`src/rtl/viterbi_pkg.sv`:
```
// ---------------------------------------------------------------------------
// viterbi_pkg
// Definitions shared by the convolutional encoder and the Viterbi decoder.
// The code is rate 1/2 with constraint length 3.
//
// Contents
//   K, G0, G1     constraint length and generator polynomials
//                 G0 = 111 -> g0 = b ^ s1 ^ s2
//                 G1 = 101 -> g1 = b ^ s2
//   enc_state_t   encoder FSM states
//   conv_encode   one trellis step; returns the symbol {g0, g1}
// ---------------------------------------------------------------------------
package viterbi_pkg;

    localparam int         K  = 3;
    localparam logic [2:0] G0 = 3'b111;
    localparam logic [2:0] G1 = 3'b101;

    typedef enum logic [1:0] {
        IDLE,
        DATA,
        TAIL
    } enc_state_t;

    // The tap vector is ordered {newest bit, s1, s2}, which matches the
    // generator bit order. Each output is the parity of the taps its
    // generator selects.
    function automatic logic [1:0] conv_encode(input logic b, input logic s1, input logic s2);
        logic [2:0] w_taps;
        w_taps = {b, s1, s2};
        return {^(w_taps & G0), ^(w_taps & G1)};
    endfunction

endpackage

```
`src/rtl/conv_encoder_frame_if.sv`:
```
// ---------------------------------------------------------------------------
// conv_encoder_frame_if
// Bundles the signals between the encoder and the blocks on either side of it.
//
// Input side (valid/ready):
//   i_valid  a frame is offered on i_data
//   i_data   parallel frame; bit FRAME_LEN-1 is encoded first
//   o_ready  the encoder can accept a frame this cycle
// Output side (valid only, no backpressure):
//   o_data   coded symbol {g0, g1}
//   o_valid  o_data holds a symbol this cycle
//   o_last   marks the final symbol of the frame
//
// Modports
//   master   frame source and symbol sink (testbench or upstream logic)
//   slave    the encoder
// ---------------------------------------------------------------------------
interface conv_encoder_frame_if #(
    parameter int FRAME_LEN = 8
);

    logic                 i_valid;
    logic [FRAME_LEN-1:0] i_data;
    logic                 o_ready;
    logic [1:0]           o_data;
    logic                 o_valid;
    logic                 o_last;

    modport master (
        output i_valid,
        output i_data,
        input  o_ready,
        input  o_data,
        input  o_valid,
        input  o_last
    );

    modport slave (
        input  i_valid,
        input  i_data,
        output o_ready,
        output o_data,
        output o_valid,
        output o_last
    );

endinterface

```
`src/rtl/conv_encoder_frame.sv`:
```
// ---------------------------------------------------------------------------
// conv_encoder_frame
// Frame-based rate-1/2, K=3 convolutional encoder (G0 = 111, G1 = 101).
// A parallel frame is accepted through a valid/ready handshake and encoded
// MSB first, one 2-bit symbol per clock. When TAIL_EN is 1, two zero tail
// bits are appended so that the trellis ends in state 00.
//
// Parameters
//   FRAME_LEN  information bits per frame (>= 2)
//   TAIL_EN    1 appends two tail symbols, 0 appends none
// Ports
//   i_clk      clock; all logic runs on the rising edge
//   i_rst_n    asynchronous active-low reset
//   bus        conv_encoder_frame_if.slave (i_valid/i_data/o_ready in,
//              o_data/o_valid/o_last out)
// ---------------------------------------------------------------------------
module conv_encoder_frame
    import viterbi_pkg::*;
#(
    parameter int FRAME_LEN = 8,
    parameter bit TAIL_EN   = 1'b1
) (
    input  logic                  i_clk,
    input  logic                  i_rst_n,
    conv_encoder_frame_if.slave   bus
);

    localparam int             CW        = $clog2(FRAME_LEN + 2);
    localparam logic [CW-1:0]  CNT_DATA  = CW'(FRAME_LEN - 1);
    localparam logic [CW-1:0]  CNT_TAIL  = CW'(FRAME_LEN + 1);
    // FRAME_LEN+1 always fits in CW bits. The counter holds at this value
    // and never wraps.
    localparam logic [CW-1:0]  CNT_TERM  = CW'(FRAME_LEN + 1);

    enc_state_t           r_state;
    logic [FRAME_LEN-1:0] r_shift;
    logic                 r_s1;
    logic                 r_s2;
    logic [CW-1:0]        r_cnt;
    logic [1:0]           r_data;
    logic                 r_valid;
    logic                 r_last;

    enc_state_t           w_next_state;
    logic [FRAME_LEN-1:0] w_next_shift;
    logic                 w_next_s1;
    logic                 w_next_s2;
    logic [CW-1:0]        w_next_cnt;
    logic [1:0]           w_next_data;
    logic                 w_next_valid;
    logic                 w_next_last;
    logic [CW-1:0]        w_cnt_inc;

    // The counter saturates at its terminal value instead of wrapping.
    assign w_cnt_inc = (r_cnt == CNT_TERM) ? r_cnt : r_cnt + 1'b1;

    // The encoder accepts a frame only in IDLE. The last-symbol edge already
    // moves the state back to IDLE, so the next frame can be accepted in the
    // same cycle that the final symbol is shown, with no gap between frames.
    assign bus.o_ready = (r_state == IDLE);
    assign bus.o_data  = r_data;
    assign bus.o_valid = r_valid;
    assign bus.o_last  = r_last;

    // This block computes the next state and the next datapath values.
    // Each symbol is computed here and registered on the same edge that
    // consumes its bit. On acceptance, the encoder memory is forced to 00,
    // so the first symbol of every frame is simply {b, b}.
    always_comb begin
        w_next_state = r_state;
        w_next_shift = r_shift;
        w_next_s1    = r_s1;
        w_next_s2    = r_s2;
        w_next_cnt   = r_cnt;
        w_next_data  = 2'b00;
        w_next_valid = 1'b0;
        w_next_last  = 1'b0;

        case (r_state)
            IDLE: begin
                if (bus.i_valid) begin
                    w_next_data  = conv_encode(bus.i_data[FRAME_LEN-1], 1'b0, 1'b0);
                    w_next_s1    = bus.i_data[FRAME_LEN-1];
                    w_next_s2    = 1'b0;
                    w_next_shift = bus.i_data << 1;
                    w_next_cnt   = CW'(1);
                    w_next_valid = 1'b1;
                    w_next_state = DATA;
                end
            end

            DATA: begin
                w_next_data  = conv_encode(r_shift[FRAME_LEN-1], r_s1, r_s2);
                w_next_s1    = r_shift[FRAME_LEN-1];
                w_next_s2    = r_s1;
                w_next_shift = r_shift << 1;
                w_next_cnt   = w_cnt_inc;
                w_next_valid = 1'b1;
                // When r_cnt is FRAME_LEN-1, this edge registers the final
                // information symbol.
                if (r_cnt == CNT_DATA) begin
                    if (TAIL_EN) begin
                        w_next_state = TAIL;
                    end else begin
                        w_next_last  = 1'b1;
                        w_next_state = IDLE;
                    end
                end
            end

            TAIL: begin
                w_next_data  = conv_encode(1'b0, r_s1, r_s2);
                w_next_s1    = 1'b0;
                w_next_s2    = r_s1;
                w_next_cnt   = w_cnt_inc;
                w_next_valid = 1'b1;
                // The first tail edge sees FRAME_LEN, and the second sees
                // FRAME_LEN+1.
                if (r_cnt == CNT_TAIL) begin
                    w_next_last  = 1'b1;
                    w_next_state = IDLE;
                end
            end

            default: begin
                w_next_state = IDLE;
            end
        endcase
    end

    // This is the state register. An asynchronous reset aborts any frame
    // that is in flight.
    always_ff @(posedge i_clk or negedge i_rst_n) begin
        if (!i_rst_n) begin
            r_state <= IDLE;
        end else begin
            r_state <= w_next_state;
        end
    end

    // These are the datapath registers: shift buffer, encoder memory,
    // counter and the registered output symbol. Reset clears the outputs
    // immediately, so no partial symbol appears after reset is released.
    always_ff @(posedge i_clk or negedge i_rst_n) begin
        if (!i_rst_n) begin
            r_shift <= '0;
            r_s1    <= 1'b0;
            r_s2    <= 1'b0;
            r_cnt   <= '0;
            r_data  <= 2'b00;
            r_valid <= 1'b0;
            r_last  <= 1'b0;
        end else begin
            r_shift <= w_next_shift;
            r_s1    <= w_next_s1;
            r_s2    <= w_next_s2;
            r_cnt   <= w_next_cnt;
            r_data  <= w_next_data;
            r_valid <= w_next_valid;
            r_last  <= w_next_last;
        end
    end

endmodule

```
`src/flat_wrapper.sv`:
```
// flat-port wrapper written by rule: the top's interface ports become plain ports
module conv_encoder_frame_flat import viterbi_pkg::*;
#(
    parameter int FRAME_LEN = 8,
    parameter bit TAIL_EN   = 1'b1
)
  (i_clk, i_rst_n, bus_i_valid, bus_i_data, bus_o_ready, bus_o_data, bus_o_valid, bus_o_last);
  conv_encoder_frame_if #(.FRAME_LEN(FRAME_LEN)) bus_i ();
  input  logic i_clk;
  input  logic i_rst_n;
  input wire logic [$bits(bus_i.i_valid)-1:0] bus_i_valid;
  input wire logic [$bits(bus_i.i_data)-1:0] bus_i_data;
  output wire logic [$bits(bus_i.o_ready)-1:0] bus_o_ready;
  output wire logic [$bits(bus_i.o_data)-1:0] bus_o_data;
  output wire logic [$bits(bus_i.o_valid)-1:0] bus_o_valid;
  output wire logic [$bits(bus_i.o_last)-1:0] bus_o_last;
  assign bus_i.i_valid = bus_i_valid;
  assign bus_i.i_data = bus_i_data;
  assign bus_o_ready = bus_i.o_ready;
  assign bus_o_data = bus_i.o_data;
  assign bus_o_valid = bus_i.o_valid;
  assign bus_o_last = bus_i.o_last;
  conv_encoder_frame #(.FRAME_LEN(FRAME_LEN), .TAIL_EN(TAIL_EN)) u_core (.i_clk(i_clk), .i_rst_n(i_rst_n), .bus(bus_i));
endmodule
```
`config.mk`:
```
export PLATFORM = sky130hd
export DESIGN_NAME = conv_encoder_frame_flat
export DESIGN_NICKNAME = d
export VERILOG_FILES = /design/src/rtl/viterbi_pkg.sv /design/src/rtl/conv_encoder_frame_if.sv /design/src/rtl/conv_encoder_frame.sv /design/src/flat_wrapper.sv
export SDC_FILE = /design/constraint.sdc
export NUM_CORES = 1
export LEC_CHECK = 0
export ABC_CLOCK_PERIOD_IN_PS = 2300
export CORE_AREA = 2 2 49 51
export DETAILED_ROUTE_END_ITERATION = 10
export DIE_AREA = 0 0 51 53
export HOLD_SLACK_MARGIN = 0.06
export PLACE_DENSITY_LB_ADDON = 0.3
export RECOVER_POWER = 100
export SLEW_MARGIN = 30
export SYNTH_ARGS = -nofsm -noshare
export SYNTH_HDL_FRONTEND = slang
export SYNTH_SLANG_ARGS = --single-unit
```
`constraint.sdc`:
```
create_clock -name i_clk -period 2.3 [get_ports i_clk]
set_input_delay 0.46 -clock i_clk [delete_from_list [all_inputs] [get_ports i_clk]]
set_output_delay 0.46 -clock i_clk [all_outputs]
set_load 0.005 [all_outputs]
```
# After elaboration in Yosys (flattened, before gate mapping)
# Cells that the tools add are included.
# classes
mux,19
n_reduce_logical,15
eq_ne,8
n_addsub,1
# ops
cell,n
case mux 8 bit (2 select lines),1
XOR reduction 3 bit,5
case mux 2 bit (3 select lines),2
2-to-1 mux 2 bit,4
2-to-1 mux 4 bit,2
2-to-1 mux 8 bit,1
case mux 4 bit (2 select lines),1
AND reduction 2 bit,3
AND reduction 3 bit,2
2-to-1 mux 1 bit,5
adder 4 x 1 -> 4 bit (second input constant),1
== test 4 x 3 -> 1 bit (second input constant),1
== test 4 bit (second input constant),1
!= test 2 x 1 -> 1 bit (second input constant),2
!= test 2 bit (second input constant),2
case mux 1 bit (2 select lines),2
nonzero test 2 bit,2
case mux 1 bit (3 select lines),1
nonzero test 3 bit,1
== test 2 x 1 -> 1 bit (second input constant),1
== test 2 bit (second input constant),1
logical NOT 2 bit,1
OR reduction 2 bit,1
# word_totals
in_bits,11
reg_bits,20
output_inout_bits,5
word_cells,51

# Depth between registers and ports, before layout
# Gate-level depths: netlist (run 1).
# logic_depth
ltp_word,4
ltp_mapped,7

# Worst setup path after synthesis (run 1)
# Ideal clock, no wire load.
# synth_timing
path_type,register to register
start,register u_core.r_state[0]
end,register u_core.r_cnt[1]
synth_period_minus_slack_ns,1.763
arrival_ns,1.637
slack_ns,0.537
path_buffers,2
setup_time_ns,0.126
path_stages_with_launch,8
required_ns,2.174
path_cell_list,dfrtp_1 -> inv_1 -> ha_1 -> nor2b_4 -> buf_6 -> or2_1 -> buf_2 -> a221o_1
# synth_via
word_cells_on_any_way,9
classes_between,eq/ne: 4; mux: 1; reduce/logical: 4
# synth_lines
element,line_no,source
start: declaration,conv_encoder_frame.sv:35,enc_state_t r_state;
start signal: assignment,conv_encoder_frame.sv:137,r_state <= w_next_state;
logical NOT 2 bit *,-,
named net bus_o_ready,flat_wrapper.sv:13,output wire logic [$bits(bus_i.o_ready)-1:0] bus_o_ready;
!= test 2 bit (no source line) / nonzero test 2 bit (equally long branches),-,
AND reduction 3 bit (no source line),-,
end signal: assignment,conv_encoder_frame.sv:157,r_cnt <= w_next_cnt;
end: declaration,conv_encoder_frame.sv:39,logic [CW-1:0] r_cnt;
# The timed path passes the listed nets; every way through them passes the cells marked *.
# A chain may end at the register's enable or synchronous reset.

# Final worst setup path (run 1)
# layout_timing
start,register u_core.r_state[1]
end,output port bus_o_ready
# layout_via
elab_chain_len,1
# layout_lines
element,line_no,source
logical NOT 2 bit,conv_encoder_frame.sv:60,assign bus.o_ready = (r_state == IDLE);
end: declaration,flat_wrapper.sv:13,
# Every way passes these cells.

==> reports/metrics.csv, run 1 <==
stage,metric,value,unit
run_status,status,"complete, no violations",
cts,clk sinks,19,
synth,Adder-Cell Fraction of Synth Area,7.87,%
flow_run,max_cap viols,0,
global_routing,antenna violations before repair,0,
timing,actual slew at the worst max-slew pin,1.04,ns
critical_path,"slowest stage delay, CP",0.54,ns
cts,root buffer cell,clkbuf_4,
power_and_ir_drop,Switching Fraction,39.9,%
floorplan,CORE AREA,2150,um^2
cts,total CTS buffers,3,
final_layout,FILL cells,176,
global_routing,total track usage,18.8,%
final_layout,area taken by flip-flops and latches,475,um^2
global_routing,first-pass GRT wire length,3800,um
timing,Slew headroom,30.9,%
floorplan,I/O pin count,16,
cts,post_cts resized,0,
final_layout,share of cells above drive strength 1,7.14,%
global_routing,vias in the first global route,869,
final_layout,Area Overhead vs Synth,16.9,%
final_layout,Multi-input gate area,581,um^2
power_and_ir_drop,Combinational Power Share,51.7,%
synth,Synth Net Count,130,
final_layout,nets,145,
timing,Hold WS,0.527,ns
critical_path,Worst path slowest cell,clkdlybuf4s50_1,
cts,clock-pin slew on the worst setup and hold paths,0.11,ns
worst_hold_path,Hold/Removal Path Class,flip-flop to flip-flop,
detailed_routing,Vias per Instance,5.69,
critical_path,nature of the critical path startpoint,flip-flop,
power_and_ir_drop,power per cell area,1190,nW/um^2
synth,ys flop type,dfrtp_1,
synth,synthesized flop and latch total,19,
synth,Ys Warns,0,
cts,TritonCTS clock tree,built,
floorplan,Initial Util,51.8,%
critical_path,crit-path leading delay family,buffers and inverters,
power_and_ir_drop,Flop pwr share,37.1,%
timing,fmax,0.470,GHz
synth,largest family of logic cells by synthesized area,simple AND/OR/NAND/NOR gates,
synth,Synth top area share,42.7,%
synth,cell area after synthesis,1110,um^2
synth,XOR/XNOR Fraction of Synth Area,0.787,%
synth,mux cell area share after synthesis,1.01,%
critical_path,WS Path Type,flip-flop to output pin,
synth,"Seq/Total Area, Yosys",42.7,%
global_routing,largest net degree at the start of global routing,20,
final_layout,Final Cell Area,1300,um^2
timing,# setup viols final,0,
cts,deepest clock path buffer count,2,
placed_design,Port Buffers,15,
timing,crit share post-route,92.6,%
placed_design,final HPWL from detailed placement,1510,um
cts,CTS Hold Bufs,0,
synth,average size of a mapped cell,9.94,um^2
power_and_ir_drop,clock share of power,11.1,%
synth,leading area contributor after synthesis,dfrtp_1,
critical_path,"Max FO, Critical Path",10,
floorplan,Die ar.,2700,um^2
cts,Post-CTS Setup Inserts,0,
timing,Tmin final,2.13,ns
cts,H-tree Lvls,1,
synth,Post-synth EDFFs,0,
timing,Worst Clk Skew,0.00227,ns
floorplan,Chip Width,51,um
critical_path,Critical Path RT,1.84,ns
global_routing,total gr overflow,0,
synth,Gate Count Post-Synth,112,
synth,post-synthesis async set-or-reset flop share,100,%
timing,RSZ-0062 raised after global routing,no,
critical_path,worst path cell trace,inv_1 > ha_2 > clkdlybuf4s50_1,
detailed_routing,Starting DRT DRC Count,20,
critical_path,Worst Path Arrival,1.67,ns
detailed_routing,vias,876,
detailed_routing,Wirelength per Cell,14.0,um
power_and_ir_drop,cell leakage power,0.574,nW
synth,Synth Area in Simple Gates,21.7,%
power_and_ir_drop,net load switching power,0.000618,W
power_and_ir_drop,Int Pwr,0.000933,W
placed_design,DP Area,1280,um^2
detailed_routing,Remaining DRCs,0,
cts,Clock Latency Late Sink,0.30,ns
timing,setup TNS,0,ns
synth,"top cells by area, synth","dfrtp_1 43%, ha_1 7.9%, a221o_1 6.3%",
floorplan,Cell Rows,17,
final_layout,Antenna Cells,0,
power_and_ir_drop,VDD IR max,0.000742,V
detailed_routing,Pre-antenna DRT Iters,4,
synth,cell with the most instances after synthesis,dfrtp_1,
critical_path,WP buf/inv,2,
timing,endpoints failing hold,0,
placed_design,gpl congestion,0.787,
timing,Max Transition Viols Final,0,
floorplan,Chip Height,53,um
detailed_routing,Routed WL,2160,um
critical_path,Crit. End Element,output pin,
synth,Synth cell types,32,
detailed_routing,Routed Antenna Nets,0,
synth,Compound-Gate Fraction of Synth Area,20.6,%
metal layers:
metal	part of all wire [%]	track usage [%]
met3	3.1	5.08
met4	0.65	9.01
met1	50	23.7
met5	0	0
met2	46	29.9
sequential cells by signal (all words and copies together), names as in the netlist:
name                flops
u_core.bus.o_last       1
u_core.r_s2             1
u_core.r_s1             1
u_core.bus.o_data       2
u_core.r_cnt            4
u_core.r_shift          7
u_core.r_state          2
u_core.bus.o_valid      1
cell usage in the layout, fill, tap and decap left out, types with 3 or more instances in the layout:
cell,n
dlygate4sd3_1,5
nand3b_1,4
dfrtp_1,19
o21ai_0,7
nand2_1,4
nor4_1,3
and3_1,3
nand2b_1,6
nor2b_1,5
nand3_1,7
clkbuf_4,3
a31oi_1,4
a21oi_1,7
inv_1,4
ha_1,6
a221o_1,7
clkdlybuf4s50_1,10
path summary, 6_finish.rpt:
path | from | to | slack [ns] | cells past startpoint
worst max-delay path | u_core.r_state[1] | bus_o_ready | 0.17 | 3
worst min-delay path | u_core.r_shift[1] | u_core.r_shift[1] | 0.53 | 2
worst max register to register | u_core.r_state[1] | u_core.r_shift[7] | 0.40 | 5
worst min register to register | u_core.r_shift[1] | u_core.r_shift[1] | 0.53 | 2
max in group asynchronous | i_rst_n | u_core.r_cnt[3] | 0.84 | 2
min in group asynchronous | i_rst_n | u_core.r_cnt[0] | 0.85 | 2
kinds of logic (layout without fill, tap and decap cells):
family | after synthesis | in the layout
AND/OR/NAND/NOR | 39 | 39
AO/OA/AOI/OAI | 33 | 33
flip-flops | 19 | 19
buffers and inverters | 12 | 26
adder cells (fa/ha/maj) | 7 | 7
XOR/XNOR | 1 | 1
multiplexers | 1 | 1
area by class of cell:
cell class / count / share of cell area, %
sequential: 19 / 36.5
clock buffer: 4 / 2.02
tap: 28 / 2.69
timing repair buffer: 18 / 13.0
multi-input combinational: 81 / 44.6
inverter: 4 / 1.15
worst register-to-register path, cell delays in order (launching register included):
cell,delay (ns)
dfrtp_1,0.41
inv_1,0.13
ha_2,0.30
nor2b_4,0.40
nor2b_1,0.19
a221o_1,0.37
through the flow:
step                cells  util [%]  total power (W)  setup slack, ns
floorplan             112         -          0.00117            0.537
global placement      150      59.4          0.00136            0.373
detailed placement    150      59.4          0.00139            0.336
CTS                   154      60.6          0.00156           0.0673
global route          154      60.6          0.00169           0.0866
finish                154      60.6          0.00155            0.170
power groups by stage:
stage | logic, W | clock network, W | registers [W]
2_1_floorplan | 0.000608 | 0 | 0.000558
3_3_place_gp | 0.000784 | 0 | 0.000577
3_5_place_dp | 0.000804 | 0 | 0.000582
4_1_cts | 0.000807 | 0.000176 | 0.000575
5_1_grt | 0.000904 | 0.000192 | 0.000594
6_report | 0.000803 | 0.000173 | 0.000576
Power figures use the tool's default switching activity.
==> run 2, diff against run 1 <==
--- a/config.mk
+++ b/config.mk
@@ -6,10 +6,11 @@
 export NUM_CORES = 1
 export LEC_CHECK = 0
 export ABC_CLOCK_PERIOD_IN_PS = 2300
-export CORE_AREA = 2 2 49 51
+export CORE_AREA = 2 2 48 50
+export CTS_BUF_LIST = sky130_fd_sc_hd__clkbuf_8
 export DETAILED_ROUTE_END_ITERATION = 10
-export DIE_AREA = 0 0 51 53
-export HOLD_SLACK_MARGIN = 0.06
+export DIE_AREA = 0 0 50 52
+export HOLD_SLACK_MARGIN = 0.15
 export PLACE_DENSITY_LB_ADDON = 0.3
 export RECOVER_POWER = 100
 export SLEW_MARGIN = 30
==> run 2 against run 1 <==
  * Core utilization is 1.8 points higher
  * First-iteration DRC count decreased by 65%
  * Critical path depth stayed put
  * Hold slack better by 0.0014 ns
  * Count of clock-buffer cells in the layout down 1
  * Sequential cell count did not move
  * Non-clock buffer count did not move
  * Sequential share of layout area is 0.35 points lower
  * Maximum frequency increased by 0.65%
  * Highest routed layer unchanged
==> reports/metrics.csv, run 2 (synthesis results as in run 1) <==
stage,metric,value,unit,change
cts,H-tree Lvls,1,,unchanged
critical_path,r2r endpoint,u_core.r_shift[7],,unchanged
power_and_ir_drop,cell leakage power,0.583,nW,was 0.574 nW
placed_design,DP Area,1280,um^2,unchanged
timing,Worst Clk Skew,0.00148,ns,was 0.00227 ns
timing,Slew headroom,33.7,%,was 30.9%
global_routing,largest net degree at the start of global routing,20,,unchanged
detailed_routing,Wirelength per Cell,13.6,um,was 14.0 um
detailed_routing,routed length on met3,45,um,was 67 um
floorplan,Initial Util,52.9,%,was 51.8%
critical_path,nature of the critical path startpoint,flip-flop,,unchanged
detailed_routing,Pre-antenna DRT Iters,6,,was 4
global_routing,total track usage,18.6,%,was 18.8%
detailed_routing,Routed Antenna Nets,0,,unchanged
cts,clk sinks,19,,unchanged
timing,# setup viols final,0,,unchanged
final_layout,Antenna Cells,0,,unchanged
final_layout,Final Cell Area,1310,um^2,was 1300 um^2
global_routing,vias in the first global route,822,,was 869
detailed_routing,Vias per Instance,5.69,,unchanged
cts,deepest clock path buffer count,2,,unchanged
final_layout,max FFs per register,7,,unchanged
worst_hold_path,Hold/Removal Path Class,flip-flop to flip-flop,,unchanged
timing,setup TNS,0,ns,unchanged
floorplan,Die ar.,2600,um^2,was 2700 um^2
cts,clock-pin slew on the worst setup and hold paths,0.07,ns,was 0.11 ns
detailed_routing,Remaining DRCs,0,,unchanged
final_layout,Area Overhead vs Synth,18.0,%,was 16.9%
critical_path,Critical Path RT,1.84,ns,about the same
cts,post_cts resized,0,,unchanged
final_layout,nets,145,,unchanged
timing,actual slew at the worst max-slew pin,0.994,ns,was 1.04 ns
timing,crit share post-route,92.0,%,was 92.6%
detailed_routing,vias,876,,unchanged
floorplan,I/O pin count,16,,unchanged
final_layout,share of cells above drive strength 1,5.56,%,was 7.14%
floorplan,CORE AREA,2110,um^2,was 2150 um^2
power_and_ir_drop,VDD IR max,0.000631,V,was 0.000742 V
floorplan,Chip Width,50,um,was 51 um
final_layout,"commonest non-fill, non-tap cell in the layout",dfrtp_1,,unchanged
timing,endpoints failing hold,0,,unchanged
global_routing,first-pass GRT wire length,3700,um,was 3800 um
timing,Max Transition Viols Final,0,,unchanged
critical_path,FF-to-FF path depth,5,,unchanged
final_layout,most frequent cells in the layout,"19 x dfrtp_1, 9 x clkdlybuf4s50_1",,"was 19 x dfrtp_1, 10 x clkdlybuf4s50_1"
detailed_routing,Starting DRT DRC Count,7,,was 20
final_layout,biggest regs,"u_core.r_shift: 7 flops, u_core.r_cnt: 4 flops",,unchanged
cts,Clock Latency Late Sink,0.25,ns,was 0.30 ns
critical_path,Reg-to-Reg Start,u_core.r_state[0],,was u_core.r_state[1]
detailed_routing,Met1 Routed Length,1070,um,was 1080 um
placed_design,Port Buffers,15,,unchanged
final_layout,largest register by flop count,u_core.r_shift,,unchanged
cts,TritonCTS clock tree,built,,unchanged
cts,CTS Hold Bufs,0,,unchanged
global_routing,total gr overflow,0,,unchanged
detailed_routing,routed length on met2,952,um,was 991 um
cts,root buffer cell,clkbuf_8,,was clkbuf_4
floorplan,Cell Rows,17,,unchanged
timing,fmax,0.473,GHz,was 0.470 GHz
timing,RSZ-0062 raised after global routing,no,,unchanged
critical_path,Reg2Reg Setup Slack,0.37,ns,was 0.40 ns
floorplan,Chip Height,52,um,was 53 um
critical_path,Crit. End Element,output pin,,unchanged
critical_path,"Max FO, Critical Path",7,,was 10
critical_path,worst setup path start,u_core.r_state[0],,was u_core.r_state[1]
detailed_routing,top routing layer used,met4,,unchanged
global_routing,antenna violations before repair,0,,unchanged
detailed_routing,Routed WL,2100,um,was 2160 um
placed_design,final HPWL from detailed placement,1480,um,was 1510 um
critical_path,CP Capture Point,bus_o_ready,,unchanged
critical_path,WS Path Type,flip-flop to output pin,,unchanged
critical_path,Worst Path Arrival,1.66,ns,was 1.67 ns
power_and_ir_drop,power per cell area,1190,nW/um^2,about the same
placed_design,gpl congestion,0.812,,was 0.787
cts,total CTS buffers,3,,unchanged
flow_run,max_cap viols,0,,unchanged
timing,Tmin final,2.12,ns,was 2.13 ns
run_status,status,"complete, no violations",,unchanged
cts,Post-CTS Setup Inserts,0,,unchanged
## run 2: cell types whose count changed in the layout (fill, tap and decap cells not counted), sizes merged
cell           previous run  this run
buf                       2         1
inv                       4         5
clkdlybuf4s50            10         9
dlygate4sd3               5         6
## run 2: final cells by class
class | count | area [um^2]
fill | 173 | 792
clock buffer | 3 | 41.3
clock inverter | 1 | 3.75
sequential | 19 | 475
timing repair buffer | 18 | 165
inverter | 4 | 15.0
multi-input combinational | 81 | 578
tap | 28 | 35.0
## run 2: worst max-delay path, cell delays in order (launching register included)
cell and delay [ns]:
dfrtp_1 0.44, inv_1 0.11, ha_1 0.26, dlygate4sd3_1 0.60
## run 2: how the worst min path moves through the flow
stage                                  from                   end  slack [ns]  cells past startpoint
after global placement    u_core.r_shift[1]     u_core.r_shift[1]        0.50                      2
after global routing      u_core.r_shift[1]     u_core.r_shift[1]        0.57                      2
after detailed placement  u_core.r_shift[1]     u_core.r_shift[1]        0.51                      2
after CTS                 u_core.r_shift[1]     u_core.r_shift[1]        0.53                      2
final                     u_core.r_shift[1]     u_core.r_shift[1]        0.53                      2
after floorplan                     i_rst_n  u_core.bus.o_data[0]        0.16                      0
## run 2: layer usage
layer | up-vias | GRT usage, %
met3 | 4 | 1.72
li1 | 440 | -
met2 | 12 | 30.3
met1 | 420 | 25.0
met5 | - | 0
met4 | 0 | 8.33
## run 2: power breakdown
group / internal [W] / switching, W / leakage, nW
clock network: 0.000118 / 0.000103 / 0.0269
registers: 0.000466 / 0.000112 / 0.244
logic: 0.000375 / 0.000395 / 0.312
total: 0.000959 / 0.000610 / 0.583
## run 2: per-stage QoR
stage                     utilization (%)  hold WS (ns)  setup slack, ns  cells  total power, W
after global routing                 62.4         0.570           0.0808    154         0.00172
after global placement               60.6         0.497            0.364    150         0.00135
final                                62.4         0.529            0.184    154         0.00157
after floorplan                         -         0.164            0.537    112         0.00117
after detailed placement             60.6         0.507            0.335    150         0.00138
after CTS                            62.7         0.535            0.234    154         0.00160
